===== config.mk =====
export PLATFORM = sky130hd
export DESIGN_NAME = universal_shift_register
export DESIGN_NICKNAME = d
export VERILOG_FILES = /design/src/rtl/usr_pkg.sv /design/src/rtl/usr_frame_counter.sv /design/src/rtl/universal_shift_register.sv
export SDC_FILE = /design/constraint.sdc
export NUM_CORES = 1
export LEC_CHECK = 0
export CORE_MARGIN = 1
export CORE_UTILIZATION = 40
export DETAILED_ROUTE_END_ITERATION = 16
export PLACE_DENSITY = 0.76
export REMOVE_ABC_BUFFERS = 1
export SYNTH_ARGS = -nofsm -noshare
export SYNTH_HDL_FRONTEND = slang
export SYNTH_SLANG_ARGS = --single-unit

===== constraint.sdc =====
create_clock -name Clock -period 1.2 [get_ports Clock]
set_input_delay 0.12 -clock Clock [delete_from_list [all_inputs] [get_ports Clock]]
set_output_delay 0.12 -clock Clock [all_outputs]
set_load 0.01 [all_outputs]

===== src/rtl/usr_pkg.sv =====
// Shared definitions for the universal shift register: Mode encodings.
package usr_pkg;

    typedef enum logic [1:0] {
        MODE_HOLD  = 2'b00,
        MODE_RIGHT = 2'b01,
        MODE_LEFT  = 2'b10,
        MODE_LOAD  = 2'b11
    } usr_mode_e;

endpackage


===== src/rtl/usr_frame_counter.sv =====
// Counts shifts within a WIDTH-shift frame and pulses done on the frame's last shift.
module usr_frame_counter #(
    parameter  int unsigned WIDTH = 8,
    localparam int unsigned CNT_W = $clog2(WIDTH)
) (
    input  logic             clk,
    input  logic             rst,
    input  logic             shift_i,
    input  logic             clear_i,
    output logic [CNT_W-1:0] count_o,
    output logic             done_o
);

    logic [CNT_W-1:0] count_q, count_d;
    logic             done_q, done_d;

    // Done is a single-cycle pulse; every non-wrapping cycle drops it.
    always_comb begin
        count_d = count_q;
        done_d  = 1'b0;
        if (clear_i) begin
            count_d = '0;
        end else if (shift_i) begin
            if (count_q == CNT_W'(WIDTH - 1)) begin
                count_d = '0;
                done_d  = 1'b1;
            end else begin
                count_d = count_q + CNT_W'(1);
            end
        end
    end

    always_ff @(posedge clk) begin
        if (rst) begin
            count_q <= '0;
            done_q  <= 1'b0;
        end else begin
            count_q <= count_d;
            done_q  <= done_d;
        end
    end

    assign count_o = count_q;
    assign done_o  = done_q;

endmodule


===== src/rtl/universal_shift_register.sv =====
// Universal shift register: hold / shift right / shift left / parallel load, with frame counting.
// Optional circular shifting via the Rotate port when USR_ROTATE_EN is defined.
module universal_shift_register
    import usr_pkg::*;
#(
    parameter  int unsigned WIDTH = 8,
    localparam int unsigned CNT_W = $clog2(WIDTH)
) (
    input  logic             Clock,
    input  logic             Reset,
    input  logic             Enable,
    input  logic [1:0]       Mode,
    input  logic             Sin_Left,
    input  logic             Sin_Right,
`ifdef USR_ROTATE_EN
    input  logic             Rotate,
`endif
    input  logic [WIDTH-1:0] Pin,
    output logic [WIDTH-1:0] Pout,
    output logic             Sout_Left,
    output logic             Sout_Right,
    output logic [CNT_W-1:0] Shift_Count,
    output logic             Frame_Done
);

    logic [WIDTH-1:0] pout_q, pout_d;
    logic             shift_c;
    logic             load_c;
    logic             rot_c;
    logic             ins_left_c;
    logic             ins_right_c;

`ifdef USR_ROTATE_EN
    assign rot_c = Rotate;
`else
    assign rot_c = 1'b0;
`endif

    // Serial inputs: either the external pins or the opposite end of the register.
    assign ins_left_c  = rot_c ? pout_q[0]       : Sin_Left;
    assign ins_right_c = rot_c ? pout_q[WIDTH-1] : Sin_Right;

    always_comb begin
        pout_d  = pout_q;
        shift_c = 1'b0;
        load_c  = 1'b0;
        if (Enable) begin
            case (usr_mode_e'(Mode))
                MODE_RIGHT: begin
                    pout_d  = {ins_left_c, pout_q[WIDTH-1:1]};
                    shift_c = 1'b1;
                end
                MODE_LEFT: begin
                    pout_d  = {pout_q[WIDTH-2:0], ins_right_c};
                    shift_c = 1'b1;
                end
                MODE_LOAD: begin
                    pout_d = Pin;
                    load_c = 1'b1;
                end
                default: ;
            endcase
        end
    end

    always_ff @(posedge Clock) begin
        if (Reset) begin
            pout_q <= '0;
        end else begin
            pout_q <= pout_d;
        end
    end

    usr_frame_counter #(
        .WIDTH (WIDTH)
    ) u_frame_counter (
        .clk     (Clock),
        .rst     (Reset),
        .shift_i (shift_c),
        .clear_i (load_c),
        .count_o (Shift_Count),
        .done_o  (Frame_Done)
    );

    assign Pout       = pout_q;
    assign Sout_Left  = pout_q[WIDTH-1];
    assign Sout_Right = pout_q[0];

endmodule


==> results.yml <==
setup_path:
  critical_path.slowest_cell: "a22oi_1"
  r2r_slack_ps: 80
  path_cells: "dlygate4sd2_1, ha_1, buf_4, a22oi_1, a311oi_2"
  path_max_fanout: 8
  worstRegToRegCells: 4
  r2r-start: "u_frame_counter.count_o[0]$_SDFFE_PP0P_"
  worstPathArrival_ps: 1290
  crit_required_ps: 1340
  end_kind: "flop"
  slowest_delay_ps: 280
  start_kind: "input pin"
  r2r-end: "u_frame_counter.count_o[2]$_SDFFE_PP0P_"
  path_class: "input pin to flop"
  crit_family: "compound AO/OA/AOI/OAI gates"
  crit_buf_inv: 2
layout:
  fin_area_um2: 1050
  fin_cells: 121
  fin_nets: 126
  syn_to_final_growth_pct: 55.6
  num_antenna_cells: 0
  layout-drive-gt1-share_pct: 25.7
  fin_util_pct: 67.9
logic_synthesis:
  synth_edf_count: 0
  ys_seq_area_share_pct: 35.7
  synth_top_area_share_pct: 35.7
  async_reset_ff_share_pct: 0
  syn_area_per_cell_um2: 9.62
  ys_seq_elements: 12
  syn_area_um2: 673
  yosysMostFrequentCell: "dfxtp_1"
  synth_area_leaders: "dfxtp_1 (36%), a22oi_1 (12%), ha_1 (9.3%)"
  synth_commonest_cells: "dfxtp_1 (12), a22oi_1 (11), nor2_1 (10)"
  synth_area_leader_cell: "dfxtp_1"
  syn_inst: 70
  synth_cell_types: 18
  synthFlopType: "dfxtp_1"
  ys_warn_count: 0
detailed_routing:
  drc: 0
  route.vias.total: 684
  ant_nets: 0
  detail_route.wl_per_cell_um: 15.3
  firstDrtPassIters: 5
  routed_wl_mm: 1.86
  drtIter0Drc: 20
  viasPerCell: 5.65
min_path:
  whs_endpoint: "u_frame_counter.count_o[0]$_SDFFE_PP0P_"
  min_from: "Reset"
  min_path_cells: 2
  hp-class: "input pin to flop"
clocking:
  clk_path_buf_depth: 2
  clkTransAtPathRegs_ps: 90
  insertion_delay_ps: 270
  cts_root_buffer: "clkbuf_4"
  cts_made_buffers: 3
  cts.sinks: 12
  cts_hold_buf: 0
  cts_tree: "yes"
  h-tree-depth: 1
timing:
  worstMarginPinSlew_ps: 316
  skew_ps: 1.49
  period_share_pct: 96.0
  timing.final.crit_period_ps: 1150
  max_clock_freq_mhz: 868
  slew_headroom_pct: 78.9
  setup_viol: 0
  slew_violations: 0
  hold_viol_final: 0
  whs_ps: 486
power:
  p_leak_nw: 0.480
  power_w: 0.00106
  irDropWorstVdd_mv: 0.562
  p_per_area_nw_per_um2: 1010
floorplanning:
  initial_core_util_pct: 43.7
  core_um2: 1540
  dieArea_um2: 1850
  rows: 14
  die_w_um: 43.0
  ioPinCount: 29
  die_h_um: 43.0
global_routing:
  grt_max_degree: 9
  grt_pass1_wl_mm: 3.02
  antenna_found_initial: 0
  grt_pass1_vias: 665
  grt_usage_pct: 22.1
  overflow: 0
flow_run:
  cap_viol_max_count: 0
placed_design:
  place.port_buffers: 28
  hpwl_mm: 1.17
  dp_cells: 113
  place.gp.congestion: 0.775
  post_dp_cell_area_um2: 962
run_status:
  outcome: "completed"
[cells in the final DEF (no fill, tap or decap), types with 3 or more instances in the layout]
cell,n
nand2_1,8
a22oi_1,10
clkdlybuf4s50_1,12
ha_1,3
dlygate4sd2_1,16
a311oi_1,5
dfxtp_1,10
a311oi_2,3
buf_4,8
clkbuf_4,3
nor2_1,10
[metrics by stage]
step / worst slack, ps / setup TNS [ps]
4_1_cts: 64.3 / 0
6_report: 48.3 / 0
2_1_floorplan: 93.8 / 0
3_3_place_gp: -381 / -3910
3_5_place_dp: -405 / -4290
5_1_grt: -2.01 / -2.01
[worst reg2reg max path, stage by stage (launching register included)]
cell	delay, ps
dfxtp_2	340
ha_1	200
ha_1	280
a22oi_2	140
nor2_1	50
[flip-flops by register name, indices dropped and copies added, names as in the netlist]
register / cells
Pout: 8
u_frame_counter.count_o: 3
u_frame_counter.done_o: 1
[how the worst max path moves through the flow]
stage,to,cells after the start,from,slack (ps)
after floorplan,u_frame_counter.count_o[2]$_SDFFE_PP0P_,4,u_frame_counter.count_o[0]$_SDFFE_PP0P_,90
after global placement,Pout[5]$_SDFFE_PP0P_,6,Mode[0],-380
after detailed placement,Pout[5]$_SDFFE_PP0P_,6,Mode[0],-400
after CTS,Pout[5]$_SDFFE_PP0P_,5,Enable,60
after global routing,Pout[7]$_SDFFE_PP0P_,5,Mode[1],-2
final,Pout[7]$_SDFFE_PP0P_,5,Mode[1],50
[report_power, final]
group	internal (W)	leakage [nW]	switching (W)
Clock	0.000184	0.0210	0.000150
Combinational	0.000151	0.359	0.000125
Sequential	0.000423	0.0993	0.0000221
[area by class of cell]
cell class                 instances  area [um^2]
inverter                           2         7.51
fill                             149          494
timing repair buffer              38          368
clock buffer                       4         36.3
multi-input combinational         49          373
tap                               16         20.0
sequential                        12          243
[cells by family after synthesis]
group	Yosys count	share of synthesized area, %
and+or+nand+nor	24	18.4
DFF	12	35.7
buffers and inverters	9	11.3
AOI/OAI and AO/OA	20	25.3
adders and majority gates	5	9.29
[metal layers]
layer  up-vias  GRT usage [%]  part of all wire (%)
met5         -              0                     0
met4         0           10.9                   1.1
met3         2           5.11                   6.2
met2        32           36.1                    51
met1       326           27.0                    42
li1        324              -                     -
[what timing repair did]
item / in CTS / in global routing
pin swaps: 1 / 0
gates resized for setup: 20 / 3
endpoints found under the setup margin: 25 / 3
gates cloned: 1 / 0
setup buffers: 2 / 1
Power figures use the tool's default switching activity.
==> variant 1, RTL diff (config.mk and constraints unchanged) <==
`WIDTH` is set to 8 in 2 places; all go to 16.
--- a/src/rtl/usr_frame_counter.sv
+++ b/src/rtl/usr_frame_counter.sv
@@ -1,6 +1,6 @@
 // Counts shifts within a WIDTH-shift frame and pulses done on the frame's last shift.
 module usr_frame_counter #(
-    parameter  int unsigned WIDTH = 8,
+    parameter  int unsigned WIDTH = 16,
     localparam int unsigned CNT_W = $clog2(WIDTH)
 ) (
     input  logic             clk,
--- a/src/rtl/universal_shift_register.sv
+++ b/src/rtl/universal_shift_register.sv
@@ -3,7 +3,7 @@
 module universal_shift_register
     import usr_pkg::*;
 #(
-    parameter  int unsigned WIDTH = 8,
+    parameter  int unsigned WIDTH = 16,
     localparam int unsigned CNT_W = $clog2(WIDTH)
 ) (
     input  logic             Clock,
Ports: changed (resized Pin, Pout and Shift_Count); port bits go from 29 to 46. The function was not compared with the original's and may differ.
==> variant 1 against the unedited design <==
Synthesized area is 73% higher. Wire length is 62% higher. Utilization is 4.1 points lower. Die area is 70% higher. Total power is 52% higher. Final cell count is 74% higher. Setup slack better by 0.0019 ns. Combinational power is 66% higher. Design area is 68% higher. Global-route usage is 1.1 points lower. Sequential cell count is 9 higher. Via count is 68% higher.
==> variant 1: results (changes against the unedited design) <==
----------------------------------------------------
[Worst setup path]
  Data arrival time of the critical path ... 1.40 ns (+0.11 ns)
  Crit-path max FO ... 6 (-2)
  Slowest CP cell ... sky130_fd_sc_hd__dfxtp_2
  Delay contributed by the slowest stage of the critical path ... 0.37 ns (+0.09 ns)

[Finish]
  Count of non-filler cells in the finished layout ... 210 (+74%)
  Flip-flop count of the largest register, all copies and words added ... 16 (+8)
  Number of fill cells ... 247 (+66%)
  Antenna diode instance count ... 0 (unchanged)
  Fraction of layout instances using a drive strength above 1 ... 31.28% (+5.6 points)

[GRT]
  Number of global-route vias before repair ... 1182 (+78%)
  First-pass GRT wire length ... 5299 um (+76%)
  Global router's overall resource usage ... 20.99% (-1.1 points)
  Pin count of the biggest net entering global routing ... 32 (+23)
  Initial antenna violation count ... 0 (unchanged)

[Clocking]
  Clock input transition at the sequential cells of the worst setup and hold paths ... 0.12 ns (+0.03 ns)
  TritonCTS clock tree ... yes
  Buffers inserted by post-CTS timing repair ... 0 (-2)
  CTS Buffer Depth ... 2 (unchanged)
  Clk_lat worst skew ... 0.31 ns (+0.04 ns)
  Root cell of the clock tree ... sky130_fd_sc_hd__clkbuf_4
  Number of buffers inserted during clock tree synthesis ... 3 (unchanged)
  CTS H-tree lvls ... 1 (unchanged)

[Logic synthesis]
  Fraction of registers with async set/reset ... 0% (unchanged)
  Post-synthesis cell type count ... 22 (+4)
  Syn. warnings ... 0 (unchanged)
  Ranking of synthesized cells by area ... sky130_fd_sc_hd__dfxtp_1 (36%), sky130_fd_sc_hd__a311oi_2 (18%), sky130_fd_sc_hd__a22oi_1 (10%)
  Post-synth top flop ... sky130_fd_sc_hd__dfxtp_1
  Part of the Yosys area used for sequential elements ... 36.01% (+0.33 points)
  Post-synth top cells ... sky130_fd_sc_hd__dfxtp_1 (21), sky130_fd_sc_hd__nand2_1 (21), sky130_fd_sc_hd__nor2_1 (17)
  Number of standard cells after synthesis ... 125 (+79%)

[Routing]
  Routed wire length ... 3012 um (+62%)
  Via/cell ratio ... 5.467 (-3.3%)
  Number of optimization iterations in the first detailed-route pass ... 6 (+1)
  Iteration-0 DRC Markers ... 16 (-20%)

[Placement]
  Count of buffers inserted at the top-level ports ... 45 (+61%)
  Final weighted congestion of routability-driven global placement ... 0.7168 (-7.5%)
  Pre-CTS setup slack ... -0.5486 ns (-0.1441 ns)
  Post-detailed-placement half-perimeter wirelength ... 2132 um (+83%)

[Pwr]
  Static leakage ... 0.7219 nW (+51%)
  VDD IR max ... 0.0006645 V (+18%)

[Timing]
  Rel. slew slack ... 83.38% (+4.5 points)
  Final number of max-transition violations ... 0 (unchanged)
  Clock Skew ... 0.002100 ns (+0.0006107 ns)

[Run status]
  Outcome ... completed

[Hold path]
  Min-delay worst type ... primary input to register

----------------------------------------------------
variant 1: changes by cell type after synthesis, sizes merged, moves of 2 or more:
cell and change:
nand2 +13, nand3 +3, buf +6, dfxtp +9
a311oi +8, and3b -2, nor2 +5, a21oi +4
a22oi +5
variant 1: report_power, final:
| part | total [W] | switching [W] | internal, W | leakage, nW |
|---|---|---|---|---|
| Combinational | 0.000459 | 0.000215 | 0.000244 | 0.528 |
| Sequential | 0.000795 | 0.0000458 | 0.000749 | 0.178 |
| Clock | 0.000354 | 0.000224 | 0.000130 | 0.0150 |
| Total | 0.00161 | 0.000485 | 0.00112 | 0.722 |
variant 1: cell type report:
cell class              instances  share of cell area [%]
repair buffers                 63                   32.91
multi-input cells              89                   38.02
inverters                       2                  0.4264
well taps                      31                   2.203
clock buffers                   4                   1.493
flip-flops and latches         21                   24.95
variant 1: repair_timing:
action                                 CTS  global route
pin swaps                                0             1
setup endpoints to repair               42             2
gates resized for setup                 44             1
endpoints found under the hold margin    0             0
cloned                                   0             0
variant 1: worst paths after layout:
| path | from | endpoint | slack, ns | cells after the start |
|---|---|---|---|---|
| worst min-delay path | Sin_Left | Pout[15] | 0.41 | 3 |
| worst max register to register | u_frame_counter.count_o[0] | u_frame_counter.count_o[0] | 0.05 | 3 |
| worst max-delay path | u_frame_counter.count_o[0] | u_frame_counter.count_o[0] | 0.05 | 3 |
| worst min register to register | u_frame_counter.count_o[1] | u_frame_counter.count_o[1] | 0.50 | 2 |
variant 1: metal layers:
layer	global-route usage [%]	routed length, um	share of wire (%)	vias up
li1	-	-	-	565
met1	27.46	1443	48	547
met2	36.22	1433	48	34
met3	3.023	121	4.0	2
met4	5.226	14	0.46	0
met5	0	0	0	-
variant 1: critical path, delay by kind of cell, from the launching register on:
family                     cells  cell delay, ns
adders and majority gates      1            0.24
AOI/OAI and AO/OA              2            0.48
DFF                            1            0.37
variant 1: kinds of logic after synthesis:
| family | after synthesis | share of synthesized area (%) |
|---|---|---|
| AND/OR/NAND/NOR | 45 | 16.83 |
| buffers and inverters | 15 | 8.681 |
| AO/OA/AOI/OAI | 39 | 33.44 |
| XOR/XNOR | 1 | 0.7504 |
| adder cells (fa/ha/maj) | 4 | 4.287 |
| flip-flops | 21 | 36.01 |
variant 1: stage by stage:
step | cell area, um^2 | utilization (%)
2_1_floorplan | 1074 | -
3_3_place_gp | 1723 | 62.48
3_5_place_dp | 1723 | 62.48
4_1_cts | 1758 | 63.75
5_1_grt | 1760 | 63.84
6_report | 1760 | 63.84
==> variant 2, RTL diff (same settings) <==
Made on the original files. Register the output `Sout_Right`, with the module's reset; this adds one clock of latency there. The other outputs are not delayed to match.
--- a/src/rtl/universal_shift_register.sv
+++ b/src/rtl/universal_shift_register.sv
@@ -84,7 +84,13 @@
 
     assign Pout       = pout_q;
     assign Sout_Left  = pout_q[WIDTH-1];
-    assign Sout_Right = pout_q[0];
+    always_ff @(posedge Clock) begin
+        if (Reset) begin
+            Sout_Right <= '0;
+        end else begin
+            Sout_Right <= pout_q[0];
+        end
+    end
 
 endmodule
 
Check against the original RTL: not equivalent (a bounded check fails within 4 cycles, from zero or initial values and one cycle with Reset high).
==> variant 2 against the unedited design <==
Setup slack improved by 0.021 ns. Clock power down 21%. Synthesized cell count rose by 1.4%. Sequential cell count grew 1. Utilization rose by 1.5 points. Register-to-register slack about the same. Design area up 3.3%. Clock skew up 0.0060 ns. Wire length down 9.9%. Total power down 3.0%. Synthesized area up 2.8%. The run now ends with design-rule violations left. Worst hold slack worse by 0.057 ns. Final cell count is 4.1% higher.
==> variant 2: results (changes against the unedited design) <==
----------------------------------------------------
[Finish]
  Fraction of layout instances using a drive strength above 1 ... 25.45% (-0.26 points)
  Count of non-filler cells in the finished layout ... 126 (+4.1%)
  Number of fill cells ... 124 (-17%)

[Timing]
  Rel. slew slack ... 83.38% (+4.5 points)
  Clock Skew ... 0.007476 ns (+0.005987 ns)

[Clocking]
  Number of buffers inserted during clock tree synthesis ... 3 (unchanged)
  Clock input transition at the sequential cells of the worst setup and hold paths ... 0.07 ns (-0.02 ns)

[Logic synthesis]
  Mean area per synthesized cell ... 9.745 um^2 (+1.3%)
  Complex-gate fraction of the synthesized area ... 24.59% (-0.69 points)
  Post-synth top cells ... sky130_fd_sc_hd__dfxtp_1 (13), sky130_fd_sc_hd__a22oi_1 (11), sky130_fd_sc_hd__nor2_1 (10)
  Part of the Yosys area used for sequential elements ... 37.61% (+1.9 points)
  Ranking of synthesized cells by area ... sky130_fd_sc_hd__dfxtp_1 (38%), sky130_fd_sc_hd__a22oi_1 (12%), sky130_fd_sc_hd__ha_1 (9.0%)

[GRT]
  Pin count of the biggest net entering global routing ... 10 (+1)
  Global router's overall resource usage ... 20.33% (-1.7 points)
  Number of global-route vias before repair ... 656 (-1.4%)
  First-pass GRT wire length ... 2884 um (-4.3%)

[Worst setup path]
  Worst Setup EP ... Pout[0]
  Dominant delay contributor by cell family on the critical path ... buffers and inverters
  Origin of the worst setup path ... Enable
  Delay contributed by the slowest stage of the critical path ... 0.50 ns (+0.22 ns)
  Slowest CP cell ... sky130_fd_sc_hd__clkdlybuf4s50_1
  Crit-path max FO ... 7 (-1)

[Routing]
  Number of optimization iterations in the first detailed-route pass ... 10 (+5)
  Detailed-route DRC error count ... 1 (+1)
  Routed wire length ... 1674 um (-9.9%)

[Placement]
  Inst Count DP ... 117 (+3.5%)
  Post-detailed-placement half-perimeter wirelength ... 1224 um (+4.8%)
  Final weighted congestion of routability-driven global placement ... 0.7343 (-5.2%)

[Pwr]
  Static leakage ... 0.4974 nW (+3.7%)
  VDD IR max ... 0.0007922 V (+41%)

[Run status]
  Failing checks ... design-rule violations
  Outcome ... finished with violations

----------------------------------------------------
-- variant 2: cell types whose count changed after synthesis, sizes merged --
cell   delta
buf       -1
dfxtp     +1
nor2b     +1
-- variant 2: how the worst min path moves through the flow --
| stage | from | to | slack [ns] | cells past startpoint |
|---|---|---|---|---|
| floorplan | Reset | Pout[2] | 0.19 | 1 |
| global placement | Pout[0] | Sout_Right | 0.49 | 1 |
| detailed placement | Pout[0] | Sout_Right | 0.50 | 1 |
| CTS | Sin_Left | Pout[7] | 0.42 | 3 |
| global route | Sin_Left | Pout[7] | 0.45 | 3 |
| finish | Sin_Left | Pout[7] | 0.43 | 3 |
-- variant 2: cell families after synthesis --
group / after synthesis
compound gates: 20
fa+ha+maj: 5
buf+inv: 8
flops: 13
simple gates: 25
-- variant 2: worst register-to-register path: cells and delay by family, from the launching register on --
| kind | cells | cell delay (ns) |
|---|---|---|
| flops | 1 | 0.34 |
| fa+ha+maj | 2 | 0.46 |
| compound gates | 1 | 0.15 |
| simple gates | 1 | 0.05 |
-- variant 2: area by class of cell --
cell class              instances  share of cell area [%]
repair buffers                 41                   36.07
multi-input cells              50                   34.80
flip-flops and latches         13                   24.16
clock buffers                   4                   2.428
well taps                      16                   1.850
inverters                       2                  0.6936
-- variant 2: through the flow --
step                      setup slack [ns]  cell area (um^2)  TNS (ns)  total power (W)
final                              0.06893              1082         0         0.001025
after global routing             0.0009808              1082         0         0.001083
after CTS                          0.07056              1076         0         0.001031
after detailed placement           -0.3821              1003    -4.245        0.0007591
after global placement             -0.3605              1003    -3.820        0.0007536
after floorplan                    0.09376             630.6         0        0.0005965
-- variant 2: where the power goes --
group	total [W]	switching, W	internal [W]
registers	0.000478	0.0000203	0.000458
logic	0.000282	0.000123	0.000160
clock network	0.000265	0.000136	0.000129
-- variant 2: metal layers --
| metal | track usage (%) | vias to the layer above | routed length (um) |
|---|---|---|---|
| li1 | - | 336 | - |
| met1 | 23.83 | 325 | 682 |
| met2 | 35.52 | 33 | 855 |
| met3 | 6.250 | 2 | 127 |
| met4 | 5.625 | 0 | 9 |
| met5 | 0 | - | 0 |
-- variant 2: timing repair --
| action | CTS | global route |
|---|---|---|
| gates resized for setup | 21 | 1 |
| gates cloned | 1 | 0 |
| pin swaps | 2 | 0 |
| buffers inserted | 4 | 0 |
| hold buffers | 0 | 0 |
| endpoints found under the setup margin | 26 | 1 |
